==> config.mk <==
export PLATFORM = sky130hd
export DESIGN_NAME = ps2_host_tx
export DESIGN_NICKNAME = d
export VERILOG_FILES = /design/src/rtl/ps2_pkg.sv /design/src/rtl/ps2_sync_edge.sv /design/src/rtl/ps2_host_tx.sv
export SDC_FILE = /design/constraint.sdc
export NUM_CORES = 1
export LEC_CHECK = 0
export ABC_AREA = 1
export ABC_CLOCK_PERIOD_IN_PS = 3770
export BUFFER_PORTS_ARGS = -buffer_cell sky130_fd_sc_hd__buf_2
export CELL_PAD_IN_SITES_DETAIL_PLACEMENT = 1
export CELL_PAD_IN_SITES_GLOBAL_PLACEMENT = 1
export CORE_ASPECT_RATIO = 2
export CORE_UTILIZATION = 40
export DETAILED_ROUTE_END_ITERATION = 12
export PLACE_DENSITY_LB_ADDON = 0.2
export SLEW_MARGIN = 25
export SYNTH_ARGS = -nofsm -noshare
export SYNTH_HDL_FRONTEND = slang
export SYNTH_SLANG_ARGS = --single-unit
==> constraint.sdc <==
create_clock -name clock -period 3.77 [get_ports clock]
set_input_delay 0.377 -clock clock [delete_from_list [all_inputs] [get_ports clock]]
set_output_delay 0.377 -clock clock [all_outputs]
set_load 0.01 [all_outputs]
==> src/rtl/ps2_pkg.sv <==
// Shared types and constants for the PS/2 host-side blocks.
package ps2_pkg;

  typedef enum logic [2:0] {
    ST_IDLE,
    ST_INHIBIT,
    ST_REQUEST,
    ST_TX,
    ST_ACK,
    ST_WAIT_IDLE,
    ST_DONE,
    ST_ERR
  } ps2_state_e;

  localparam logic [7:0]  PS2_CMD_SET_LEDS = 8'hED;
  localparam logic [7:0]  PS2_CMD_RESET    = 8'hFF;
  localparam logic [7:0]  PS2_RESP_ACK     = 8'hFA;
  localparam int unsigned PS2_FRAME_BITS   = 10;

  function automatic int unsigned ps2_max(input int unsigned a, input int unsigned b);
    return (a > b) ? a : b;
  endfunction

endpackage

==> src/rtl/ps2_sync_edge.sv <==
// Two-flop synchronizer for a PS/2 pad level with a one-cycle falling-edge strobe.
module ps2_sync_edge (
  input  logic clock,
  input  logic reset,
  input  logic raw,
  output logic level,
  output logic fall
);

  logic meta;
  logic sync;
  logic prev;

  // Lines idle high, so reset to 1 to avoid a spurious strobe after reset.
  always_ff @(posedge clock) begin
    if (reset) begin
      meta <= 1'b1;
      sync <= 1'b1;
      prev <= 1'b1;
    end else begin
      meta <= raw;
      sync <= meta;
      prev <= sync;
    end
  end

  assign level = sync;
  assign fall  = prev & ~sync;

endmodule

==> src/rtl/ps2_host_tx.sv <==
// PS/2 host-to-device byte transmitter: clock inhibit, request, device-clocked frame, ACK check, timeout.
import ps2_pkg::*;

module ps2_host_tx #(
  parameter int unsigned INHIBIT_CYCLES = 1200,
  parameter int unsigned TIMEOUT_CYCLES = 20000
) (
  input  logic       clock,
  input  logic       reset,
  input  logic [7:0] send_data,
  input  logic       send_valid,
  output logic       send_ready,
  input  logic       ps2_clk_in,
  input  logic       ps2_data_in,
  output logic       ps2_clk_oe,
  output logic       ps2_data_oe,
  output logic       busy,
  output logic       done,
  output logic       error
);

  localparam int unsigned CNT_MAX = ps2_max(INHIBIT_CYCLES, TIMEOUT_CYCLES);
  localparam int unsigned CNT_W   = $clog2(CNT_MAX);

  typedef logic [CNT_W-1:0] cnt_t;

  ps2_state_e state;
  logic [9:0] frame;
  logic [3:0] bit_cnt;
  cnt_t       cnt;

  logic clk_level;
  logic clk_fall;
  logic data_level;
  logic data_fall_unused;

  ps2_sync_edge u_clk_sync (
    .clock (clock),
    .reset (reset),
    .raw   (ps2_clk_in),
    .level (clk_level),
    .fall  (clk_fall)
  );

  ps2_sync_edge u_data_sync (
    .clock (clock),
    .reset (reset),
    .raw   (ps2_data_in),
    .level (data_level),
    .fall  (data_fall_unused)
  );

  wire timed_out = (cnt == cnt_t'(TIMEOUT_CYCLES - 1));

  always_ff @(posedge clock) begin
    if (reset) begin
      state       <= ST_IDLE;
      frame       <= '0;
      bit_cnt     <= '0;
      cnt         <= '0;
      ps2_clk_oe  <= 1'b0;
      ps2_data_oe <= 1'b0;
      send_ready  <= 1'b1;
      busy        <= 1'b0;
      done        <= 1'b0;
      error       <= 1'b0;
    end else begin
      done  <= 1'b0;
      error <= 1'b0;
      case (state)
        ST_IDLE: begin
          if (send_valid && send_ready) begin
            frame       <= {1'b1, ~^send_data, send_data};
            bit_cnt     <= '0;
            cnt         <= '0;
            ps2_clk_oe  <= 1'b1;
            ps2_data_oe <= 1'b0;
            send_ready  <= 1'b0;
            busy        <= 1'b1;
            state       <= ST_INHIBIT;
          end
        end

        ST_INHIBIT: begin
          if (cnt == cnt_t'(INHIBIT_CYCLES - 1)) begin
            cnt         <= '0;
            ps2_data_oe <= 1'b1;
            state       <= ST_REQUEST;
          end else begin
            cnt <= cnt + 1'b1;
          end
        end

        ST_REQUEST: begin
          ps2_clk_oe <= 1'b0;
          state      <= ST_TX;
        end

        // The start bit is already on the line, so the first fall presents bit 0.
        ST_TX: begin
          if (clk_fall) begin
            cnt         <= '0;
            ps2_data_oe <= ~frame[bit_cnt];
            bit_cnt     <= bit_cnt + 1'b1;
            if (bit_cnt == 4'(PS2_FRAME_BITS - 1)) state <= ST_ACK;
          end else if (timed_out) begin
            ps2_clk_oe  <= 1'b0;
            ps2_data_oe <= 1'b0;
            error       <= 1'b1;
            state       <= ST_ERR;
          end else begin
            cnt <= cnt + 1'b1;
          end
        end

        ST_ACK: begin
          if (clk_fall) begin
            cnt <= '0;
            if (!data_level) begin
              state <= ST_WAIT_IDLE;
            end else begin
              ps2_clk_oe  <= 1'b0;
              ps2_data_oe <= 1'b0;
              error       <= 1'b1;
              state       <= ST_ERR;
            end
          end else if (timed_out) begin
            ps2_clk_oe  <= 1'b0;
            ps2_data_oe <= 1'b0;
            error       <= 1'b1;
            state       <= ST_ERR;
          end else begin
            cnt <= cnt + 1'b1;
          end
        end

        ST_WAIT_IDLE: begin
          if (clk_level && data_level) begin
            done  <= 1'b1;
            state <= ST_DONE;
          end else if (clk_fall) begin
            cnt <= '0;
          end else if (timed_out) begin
            ps2_clk_oe  <= 1'b0;
            ps2_data_oe <= 1'b0;
            error       <= 1'b1;
            state       <= ST_ERR;
          end else begin
            cnt <= cnt + 1'b1;
          end
        end

        ST_DONE, ST_ERR: begin
          send_ready <= 1'b1;
          busy       <= 1'b0;
          state      <= ST_IDLE;
        end

        default: state <= ST_IDLE;
      endcase
    end
  end

endmodule

==> results of run 1 <==
power breakdown:
group | total (mW) | leakage [nW] | internal [mW] | switching (mW)
clock network | 0.571 | 0.0911 | 0.380 | 0.191
registers | 0.503 | 0.351 | 0.485 | 0.0185
logic | 0.232 | 0.776 | 0.0727 | 0.159
total | 1.31 | 1.22 | 0.938 | 0.369
cells by family after synthesis:
logic type	Yosys count
fa+ha+maj	3
compound gates	55
simple gates	201
xor+xnor	8
buf+inv	52
flops	43
through the flow:
step           total power, mW  setup WS, ns  hold slack [ns]  utilization, %  instance area (um2)
6_report                  1.31          1.79            0.258            46.8                 2790
4_1_cts                   1.33          1.76            0.250            46.8                 2790
2_1_floorplan            0.689          2.18            0.389               -                 2470
3_5_place_dp             0.749          1.77            0.395            43.6                 2600
5_1_grt                   1.37          1.60            0.266            46.8                 2790
3_3_place_gp             0.744          1.87            0.399            43.6                 2600
routing by layer:
layer | track usage (%) | part of all wire [%] | up-vias
li1 | - | - | 1191
met5 | 0 | 0 | -
met2 | 52.9 | 63 | 28
met4 | 15.1 | 4.0 | 0
met3 | 3.54 | 1.4 | 18
met1 | 19.7 | 32 | 1139
final cells by class:
type	count	share of cell area, %
Timing Repair Buffer	18	3.23
Tap cell	63	2.83
Clock inverter	2	2.16
Multi-Input combinational cell	267	50.0
Clock buffer	6	4.63
Inverter	46	6.24
Sequential cell	43	30.9
synthesized netlist by cell type (all sizes together), types with 2 or more instances:
master,number
a21oi,28
a31oi,2
buf,2
clkbuf,4
dfxtp,43
ha,3
inv,45
nand2,96
nand3,33
nand4,5
nor2,49
nor3,11
o21ai,23
or2,6
xnor2,6
xor2,2
sequential cells by signal (all words and copies together), names as in the netlist:
name               cells
send_ready             1
u_clk_sync.meta        1
u_data_sync.meta       1
ps2_data_oe            1
bit_cnt                4
error                  1
done                   1
state                  3
u_clk_sync.level       1
frame                 10
ps2_clk_oe             1
busy                   1
u_data_sync.level      1
u_clk_sync.prev        1
cnt                   15
worst reg2reg max path, cell delays in order, from the launching register on:
cell	delay, ns
dfxtp_1	0.37
ha_1	0.20
nand3_1	0.17
nor2_1	0.21
nand2_2	0.16
o21ai_2	0.47
o21ai_0	0.18
nand2_1	0.09
nor2_1	0.04
path summary, 6_finish.rpt:
kind / from / to / slack (ns) / cells after the start
worst max register to register: cnt[0] / cnt[13] / 1.79 / 8
worst min-delay path: ps2_data_in / u_data_sync.meta / 0.26 / 2
worst max-delay path: cnt[0] / cnt[13] / 1.79 / 8
worst min register to register: u_clk_sync.meta / u_clk_sync.level / 0.41 / 1
==> metrics.csv, run 1 <==
stage;metric;value;unit
sta;slew_violations;0;
logic_synthesis;ys.flop_type;dfxtp_1;
clock_network;cts_root_buf;clkbuf_16;
grt;grt_use_total;25.2;%
logic_synthesis;netlist_area;2470;um2
clock_network;cts_resized;0;
floorplan;pin_count;19;
grt;overflow;0;
floorplan;initial_core_util;41.4;%
cells_and_area;final_cell_mix;nand2_1, nor2_1, dfxtp_1;
route;route.vias.total;2376;
floorplan;fp.dieH;113;um
clock_network;post_cts_buffers;0;
logic_synthesis;synth-seq-cells;43;
logic_synthesis;ys_warn_count;0;
power_and_ir_drop;irDropWorstVdd;0.244;mV
power_and_ir_drop;pwr_density_cell;469;nW/um2
critical_path;crit_arrival;2.18;ns
logic_synthesis;yosys.area_share.simple;40.2;%
route;ant_nets;0;
clock_network;htree_levels;2;
logic_synthesis;synth_area_leaders;dfxtp_1, nand2_1, nor2_1;
grt;antenna_found_initial;0;
critical_path;critPathSlowestCell;o21ai_2;
place;gp_congestion;0.936;
grt;grt_max_degree;22;
critical_path;critPathLaunchType;flip-flop;
floorplan;fp.dieArea;6510;um2
job;max_cap_violations;0;
clock_network;clk_path_buf_depth;2;
logic_synthesis;syn_inst;362;
critical_path;worstSetupEndpointType;flip-flop;
sta;worstMarginPinSlew;0.607;ns
floorplan;fp.coreArea;5960;um2
logic_synthesis;synthAdderAreaFrac;1.52;%
sta;fmax;0.504;GHz
cells_and_area;n_fill_cell;815;
sta;hold_viol_final;0;
critical_path;max_stage_delay;0.47;ns
critical_path;cp_cell_sequence;ha_1, nand3_1, nor2_1, nand2_2, o21ai_2, o21ai_0, nand2_1, nor2_1;
cells_and_area;final_common_cell;nand2_1;
cells_and_area;antennaDiodeCount;0;
critical_path;crit_family;simple AND/OR/NAND/NOR gates;
clock_network;clock-sinks;43;
floorplan;rows;40;
logic_synthesis;synth_compound_gate_area_share;11.9;%
logic_synthesis;synthArstFlopShare;0;%
clock_network;cts_made_buffers;5;
logic_synthesis;synth_top_area_share;34.9;%
place;post-place-cells;437;
cells_and_area;final_nets;397;
cells_and_area;final_cells;445;
logic_synthesis;synth_cell_type_count;35;
cells_and_area;multi_input_area;1390;um2
critical_path;crit_buf_inv;0;
outcome;violations;DRC;
route;via_per_inst;5.34;
sta;rsz0062_at_grt;false;
place;hpwl;5730;um
clock_network;cts_tree;built;
logic_synthesis;synth.area.mux_share;0;%
logic_synthesis;synth-xor-area-share;2.84;%
route;drt_iter0_drc;82;
logic_synthesis;synth_area_per_cell;6.82;um2
worst_hold_path;hold_path.class;in2reg;
cells_and_area;layout-drive-gt1-share;16.2;%
sta;fin_setup_tns;0;ns
logic_synthesis;synth_top_area_cell;dfxtp_1;
cells_and_area;ff_latch_area;861;um2
grt;grt_pass1_wl;12100;um
sta;fin_crit;1.98;ns
route;dr.pass1.iters;8;
critical_path;worstSetupPathType;reg2reg;
sta;slew_headroom;59.5;%
clock_network;clkTransAtPathRegs;0.06;ns
place;io_buffers;18;
route;drc;1;
critical_path;cpMostUsedCell;nor2_1;
logic_synthesis;syn_nets;378;
logic_synthesis;synth_top_family_by_area;simple AND/OR/NAND/NOR gates;
outcome;status;complete, but fails checks;
route;avgRoutedWirePerCell;16.2;um
floorplan;chipWidth;57.5;um
grt;grt_pass1_vias;2630;
clock_network;cts_hold_buf;0;
logic_synthesis;synth-seq-area-share;34.9;%
route;routed_wirelength;7230;um
power_and_ir_drop;p_leak;1.22;nW
cells_and_area;area_growth;12.9;%
logic_synthesis;synth_edf_count;0;
critical_path;crit_fanout;13;
clock_network;clk_latency;0.30;ns
sta;period_share;52.6;%
critical_path;cp.required;3.96;ns
sta;finalSetupViolations;0;
sta;skew;0.00627;ns
(Power assumes the default switching activity.)
==> run 2: changes to the inputs <==
Settings changed: ABC_AREA 1 to 0, ABC_CLOCK_PERIOD_IN_PS 3770 to 1700.
Clock period 3.77 ns to 1.7 ns, I/O delays scaled along.
==> run 2 against run 1 <==
Compared with the run above: the flow finishes with violations (DRC, setup timing); clock-buffer cell count unchanged; global-route usage rose by 1.1 points; first-iteration DRC count increased by 27%; critical path type unchanged; worst hold slack got worse by 0.20 ns; register-to-register slack lost 1.9 ns; critical endpoint is now state[0]; worst setup slack worse by 1.9 ns; die area grew 0.19%; wire length up 19%; synthesized cell count fell by 23%; flip-flop and latch count unchanged.
==> metrics.csv, run 2 <==
stage;metric;value;unit
outcome;status;complete, but fails checks;
outcome;violations;DRC, setup timing;
clock_network;clkTransAtPathRegs;0.06;ns
grt;grt_pass1_vias;2610;
cells_and_area;final_area;3510;um2
critical_path;crit_arrival;2.00;ns
floorplan;fp.coreArea;6010;um2
critical_path;worstRegToRegCells;6;
logic_synthesis;synth_top_area_share;34.8;%
logic_synthesis;synth-seq-cells;43;
logic_synthesis;synthArstFlopShare;0;%
critical_path;critPathSlowestCell;dfxtp_4;
logic_synthesis;post-synth-top-count-cell;dfxtp_1;
worst_hold_path;hold_path.class;in2reg;
critical_path;critPathLaunchType;flip-flop;
route;routed_wirelength;8630;um
worst_hold_path;min_to;u_data_sync.meta;
cells_and_area;largestRegisters;cnt x15, frame x10, bit_cnt x4;
sta;fin_crit;1.80;ns
cells_and_area;largest-register;cnt;
power_and_ir_drop;irDropWorstVdd;0.776;mV
route;via_per_inst;5.80;
critical_path;crit_buf_inv;1;
grt;antenna_found_initial;0;
floorplan;initial_core_util;41.2;%
cells_and_area;n_fill_cell;714;
logic_synthesis;netlist_area;2470;um2
sta;whs;0.0570;ns
clock_network;cts_root_buf;clkbuf_16;
route;drc;2;
cells_and_area;largest_reg_flops;15;
critical_path;r2r_end;state[0];
grt;overflow;0;
job;max_cap_violations;0;
sta;rsz0062_at_grt;true;
sta;slew_headroom;69.6;%
critical_path;worstSetupEndpointType;flip-flop;
logic_synthesis;syn_inst;280;
power_and_ir_drop;pwr_density_cell;715;nW/um2
critical_path;crit_fanout;6;
logic_synthesis;syn_nets;296;
clock_network;cts_tree;built;
floorplan;pin_count;19;
sta;slew_violations;0;
power_and_ir_drop;power_frac_clock;37.9;%
place;hpwl;6350;um
place;place_area;3110;um2
sta;fin_setup_tns;-0.842;ns
place;gp_congestion;0.882;
logic_synthesis;synth_cell_type_count;59;
power_and_ir_drop;switching_share;27.5;%
route;drt_iter0_drc;104;
critical_path;crit_family;simple AND/OR/NAND/NOR gates;
clock_network;clk_path_buf_depth;2;
logic_synthesis;ys.flop_type;dfxtp_1;
place;io_buffers;18;
worst_hold_path;min_path_cells;2;
route;ant_nets;0;
floorplan;rows;40;
logic_synthesis;synth_edf_count;0;
power_and_ir_drop;p_leak;1.32;nW
sta;worstMarginPinSlew;0.451;ns
cells_and_area;final_cell_mix;buf_4, dfxtp_1, nand2_1;
power_and_ir_drop;p_seq_share;43.0;%
cells_and_area;antennaDiodeCount;0;
cells_and_area;final_common_cell;buf_4;
logic_synthesis;synth_top_area_cell;dfxtp_1;
sta;finalSetupViolations;16;
power_and_ir_drop;internal_power;1.82;mW
logic_synthesis;ys_warn_count;0;
cells_and_area;area_growth;41.8;%
sta;hold_viol_final;0;
floorplan;fp.dieH;113;um
sta;fmax;0.554;GHz
grt;grt_max_degree;18;
floorplan;chipWidth;57.6;um
grt;grt_use_total;26.3;%
route;avgRoutedWirePerCell;20.4;um
power_and_ir_drop;p_comb_share;19.2;%
route;route.vias.total;2454;
route;dr.pass1.iters;10;
logic_synthesis;synth-seq-area-share;34.8;%
critical_path;r2r-start;cnt[13];
clock_network;cts_made_buffers;5;
cells_and_area;layout-drive-gt1-share;45.0;%
worst_hold_path;holdCritStartpoint;ps2_data_in;
critical_path;reg2reg_setup_slack;-0.10;ns
logic_synthesis;synth_area_per_cell;8.83;um2
logic_synthesis;synth_commonest_cells;dfxtp_1, nand2_1, nor2_1;
critical_path;worstSetupPathType;reg2reg;
floorplan;fp.dieArea;6520;um2
sta;worst_slack;-0.105;ns
grt;grt_pass1_wl;12600;um
clock_network;htree_levels;2;
clock_network;clk_latency;0.30;ns
clock_network;clock-sinks;43;
critical_path;cp_cell_sequence;nor4_4, and4_4, buf_6, nor3_2, a211o_1, a211oi_2;
power_and_ir_drop;p_switching;0.690;mW
power_and_ir_drop;finalPower;2.51;mW
sta;period_share;106;%
cells_and_area;final_nets;375;
logic_synthesis;synth_area_leaders;dfxtp_1, xnor2_1, nand2_1;
critical_path;cp.required;1.90;ns
sta;skew;0.00765;ns
critical_path;max_stage_delay;0.36;ns
run 2: metal layers:
layer  GRT usage (%)  routed length (um)  vias to the layer above  part of all wire [%]
li1                -                   -                     1164                     -
met1            19.7                2540                     1216                    29
met2            54.7                5430                       47                    63
met3            4.23                 157                       27                   1.8
met4            18.2                 498                        0                   5.8
met5               0                   0                        -                     0
run 2: power groups by stage:
stage / registers [mW] / logic [mW] / clock network, mW
6_report: 1.08 / 0.480 / 0.949
2_1_floorplan: 1.10 / 0.243 / 0
5_1_grt: 1.08 / 0.516 / 1.01
3_3_place_gp: 1.10 / 0.427 / 0
4_1_cts: 1.08 / 0.465 / 0.972
3_5_place_dp: 1.10 / 0.437 / 0
run 2: worst register-to-register path, delay by kind of cell (launching register included):
| family | cells | cell delay (ns) |
|---|---|---|
| compound gates | 2 | 0.48 |
| simple gates | 3 | 0.74 |
| buf+inv | 1 | 0.13 |
| flops | 1 | 0.36 |
run 2: worst max-delay path by stage:
stage / slack [ns] / cells past startpoint / endpoint / start
after floorplan: -0.10 / 8 / cnt[10] / cnt[0]
after global placement: -0.16 / 6 / ps2_data_oe / cnt[10]
after detailed placement: -0.16 / 6 / cnt[14] / state[2]
after CTS: -0.05 / 8 / cnt[13] / cnt[1]
after global routing: -0.14 / 6 / state[0] / cnt[13]
final: -0.10 / 6 / state[0] / cnt[13]
run 2: area by class of cell:
type / count / area, um2 / area share (%)
multi-input cells: 213 / 1670 / 47.5
flip-flops and latches: 43 / 881 / 25.1
repair buffers: 92 / 724 / 20.7
clock buffers: 6 / 129 / 3.68
well taps: 63 / 78.8 / 2.25
inverters: 4 / 15.0 / 0.428
clock inverters: 2 / 12.5 / 0.357
run 2: repair_timing:
action,in CTS,in global routing
endpoints found under the setup margin,19,26
resized for setup,19,32
buffers inserted,2,6
pin swaps,5,18
hold endpoints to repair,0,0
hold buffers,0,0
run 2: per-stage QoR:
| stage | setup slack [ns] | utilization (%) | instances |
|---|---|---|---|
| 2_1_floorplan | -0.105 | - | 280 |
| 3_3_place_gp | -0.156 | 51.9 | 408 |
| 3_5_place_dp | -0.160 | 51.9 | 408 |
| 4_1_cts | -0.0505 | 55.9 | 418 |
| 5_1_grt | -0.142 | 58.4 | 423 |
| 6_report | -0.105 | 58.4 | 423 |
run 2: cells by family (layout without fill, tap and decap cells):
group,count (synthesis),after routing,synth area share (%)
AOI/OAI and AO/OA,68,68,23.8
adders and majority gates,3,3,1.52
buffers and inverters,24,104,4.96
DFF,43,43,34.8
muxes,5,5,2.58
and+or+nand+nor,116,116,24.9
xor gates and xnor gates,21,21,7.44
==> run 3: changes to the inputs <==
Settings changed: CORE_UTILIZATION 40 to 30.
==> run 3 against run 2 <==
Compared with the run above: the flow finishes with violations (setup timing); global-route usage decreased by 6.1 points; sequential share of layout area increased by 0.32 points; total power decreased by 1.4%; worst hold slack improved by 0.0085 ns; clock-buffer cell count unchanged; combinational power decreased by 9.8%; via count decreased by 5.2%; sequential power about the same; critical endpoint is now cnt[8]; largest cell class unchanged; highest routed layer unchanged.
==> metrics.csv, run 3 (synthesis gave the netlist of run 2 again) <==
stage;metric;value;unit
route;route.vias.total;2327;
grt;gr-usage-met3;2.60;%
cells_and_area;largest_reg_flops;15;
power_and_ir_drop;internal_power;1.83;mW
grt;use_met1;16.1;%
power_and_ir_drop;p_seq_share;43.5;%
critical_path;crit_arrival;1.95;ns
clock_network;clk_latency;0.29;ns
clock_network;cts_root_buf;clkbuf_16;
grt;antenna_found_initial;0;
cells_and_area;ff_latch_area;875;um2
route;via_per_inst;5.17;
sta;hold_viol_final;0;
critical_path;crit_fanout;6;
floorplan;chipWidth;66.2;um
route;drc;0;
critical_path;cp_cell_sequence;ha_4, and3_4, and4_4, buf_6, buf_6, a2111oi_4, xnor2_1, nor2_1;
grt;grt_pass1_vias;2611;
critical_path;cp.required;1.88;ns
route;drt_iter0_drc;58;
place;pre_cts_ws;-0.129;ns
sta;slew_headroom;73.0;%
worst_hold_path;min_path_cells;2;
route;avgRoutedWirePerCell;17.6;um
sta;whs;0.0655;ns
outcome;status;complete, but fails checks;
critical_path;reg2reg_setup_slack;-0.07;ns
grt;top_usage_layer;met2;
clock_network;clock-sinks;43;
power_and_ir_drop;p_switching;0.644;mW
clock_network;clkTransAtPathRegs;0.06;ns
worst_hold_path;hold_path.class;in2reg;
critical_path;cpMostUsedCell;buf_6;
critical_path;crit_family;simple AND/OR/NAND/NOR gates;
power_and_ir_drop;p_leak;1.29;nW
critical_path;worstSetupEndpointType;flip-flop;
cells_and_area;fin_util;43.3;%
power_and_ir_drop;pwr_density_cell;719;nW/um2
clock_network;cts_made_buffers;5;
worst_hold_path;holdCritStartpoint;ps2_clk_in;
floorplan;initial_core_util;31.1;%
grt;gr-usage-met2;42.3;%
sta;rsz0062_at_grt;true;
power_and_ir_drop;irDropWorstVdd;0.355;mV
place;hpwl;6240;um
sta;skew;0.00374;ns
grt;grt_use_total;20.2;%
cells_and_area;largest-register;cnt;
outcome;violations;setup timing;
job;max_cap_violations;0;
floorplan;fp.dieArea;8630;um2
critical_path;worstSetupPathType;reg2reg;
cells_and_area;largestRegisters;cnt x15, frame x10, bit_cnt x4;
route;routed_wirelength;7910;um
cells_and_area;final_cell_mix;buf_4, dfxtp_1, nand2_1;
critical_path;r2r-start;cnt[1];
sta;worstMarginPinSlew;0.405;ns
cells_and_area;antennaDiodeCount;0;
sta;fmax;0.566;GHz
cells_and_area;final_nets;370;
sta;fin_crit;1.77;ns
floorplan;rows;46;
clock_network;cts_hold_buf;0;
power_and_ir_drop;switching_share;26.0;%
sta;worst_slack;-0.0676;ns
critical_path;critPathSlowestCell;a2111oi_4;
clock_network;clk_path_buf_depth;2;
route;ant_nets;0;
route;dr.pass1.iters;4;
critical_path;r2r_end;cnt[8];
critical_path;max_stage_delay;0.37;ns
cells_and_area;multi_input_area;1610;um2
critical_path;crit_buf_inv;2;
clock_network;htree_levels;2;
cells_and_area;n_fill_cell;967;
cells_and_area;final_common_cell;buf_4;
cells_and_area;layout-drive-gt1-share;41.0;%
critical_path;worstRegToRegCells;8;
critical_path;critPathLaunchType;flip-flop;
place;io_buffers;18;
floorplan;fp.coreArea;7940;um2
grt;overflow;0;
sta;period_share;104;%
power_and_ir_drop;p_comb_share;17.5;%
grt;grt_pass1_wl;12800;um
place;gp_congestion;0.844;
power_and_ir_drop;power_frac_clock;39.0;%
cells_and_area;area_growth;39.0;%
floorplan;fp.dieH;130;um
sta;finalSetupViolations;16;
sta;slew_violations;0;
floorplan;pin_count;19;
grt;grt_max_degree;27;
clock_network;cts_tree;built;
worst_hold_path;min_to;u_clk_sync.meta;
run 3: cell types whose count changed in the layout (fill, tap and decap cells not counted), moves of 2 or more:
cell,change
buf_6,+2
a211oi_2,-2
and2_1,+2
a211oi_1,+2
dfxtp_4,-3
buf_12,-2
nor2_1,+6
buf_4,-4
nor2_2,-5
dfxtp_2,+4
run 3: worst max-delay path by stage:
stage | startpoint | cells past startpoint | endpoint
2_1_floorplan | cnt[0] | 8 | cnt[10]
3_3_place_gp | state[1] | 6 | cnt[10]
3_5_place_dp | state[1] | 6 | cnt[10]
4_1_cts | state[1] | 6 | cnt[10]
5_1_grt | cnt[8] | 8 | cnt[9]
6_report | cnt[1] | 8 | cnt[8]
run 3: area by class of cell:
class,instances,area share (%)
clock inverters,1,0.146
repair buffers,87,19.5
flip-flops and latches,43,25.4
multi-input cells,213,46.9
clock buffers,6,4.04
inverters,4,0.437
well taps,96,3.49
run 3: stage by stage:
stage | setup TNS [ns] | power, mW | cell area, um2 | cells
after floorplan | -0.245 | 1.34 | 2500 | 280
after global placement | -0.915 | 1.51 | 3120 | 438
after detailed placement | -1.47 | 1.52 | 3120 | 438
after CTS | -0.196 | 2.52 | 3350 | 446
after global routing | -1.43 | 2.59 | 3440 | 450
final | -0.371 | 2.47 | 3440 | 450
run 3: power groups by stage:
stage	registers, mW	logic [mW]	clock network (mW)
floorplan	1.10	0.243	0
global placement	1.10	0.410	0
detailed placement	1.10	0.419	0
CTS	1.08	0.432	1.01
global route	1.08	0.473	1.04
finish	1.08	0.433	0.963
run 3: timing repair:
| action | in CTS | in global routing |
|---|---|---|
| setup endpoints to repair | 18 | 18 |
| pin swaps | 6 | 10 |
| resized for setup | 21 | 13 |
| setup buffers | 1 | 4 |
run 3: layer usage:
metal / wire length, um / vias up
met2: 4780 / 34
met3: 139 / 23
met1: 2530 / 1127
met4: 461 / 0
li1: - / 1143
met5: 0 / -
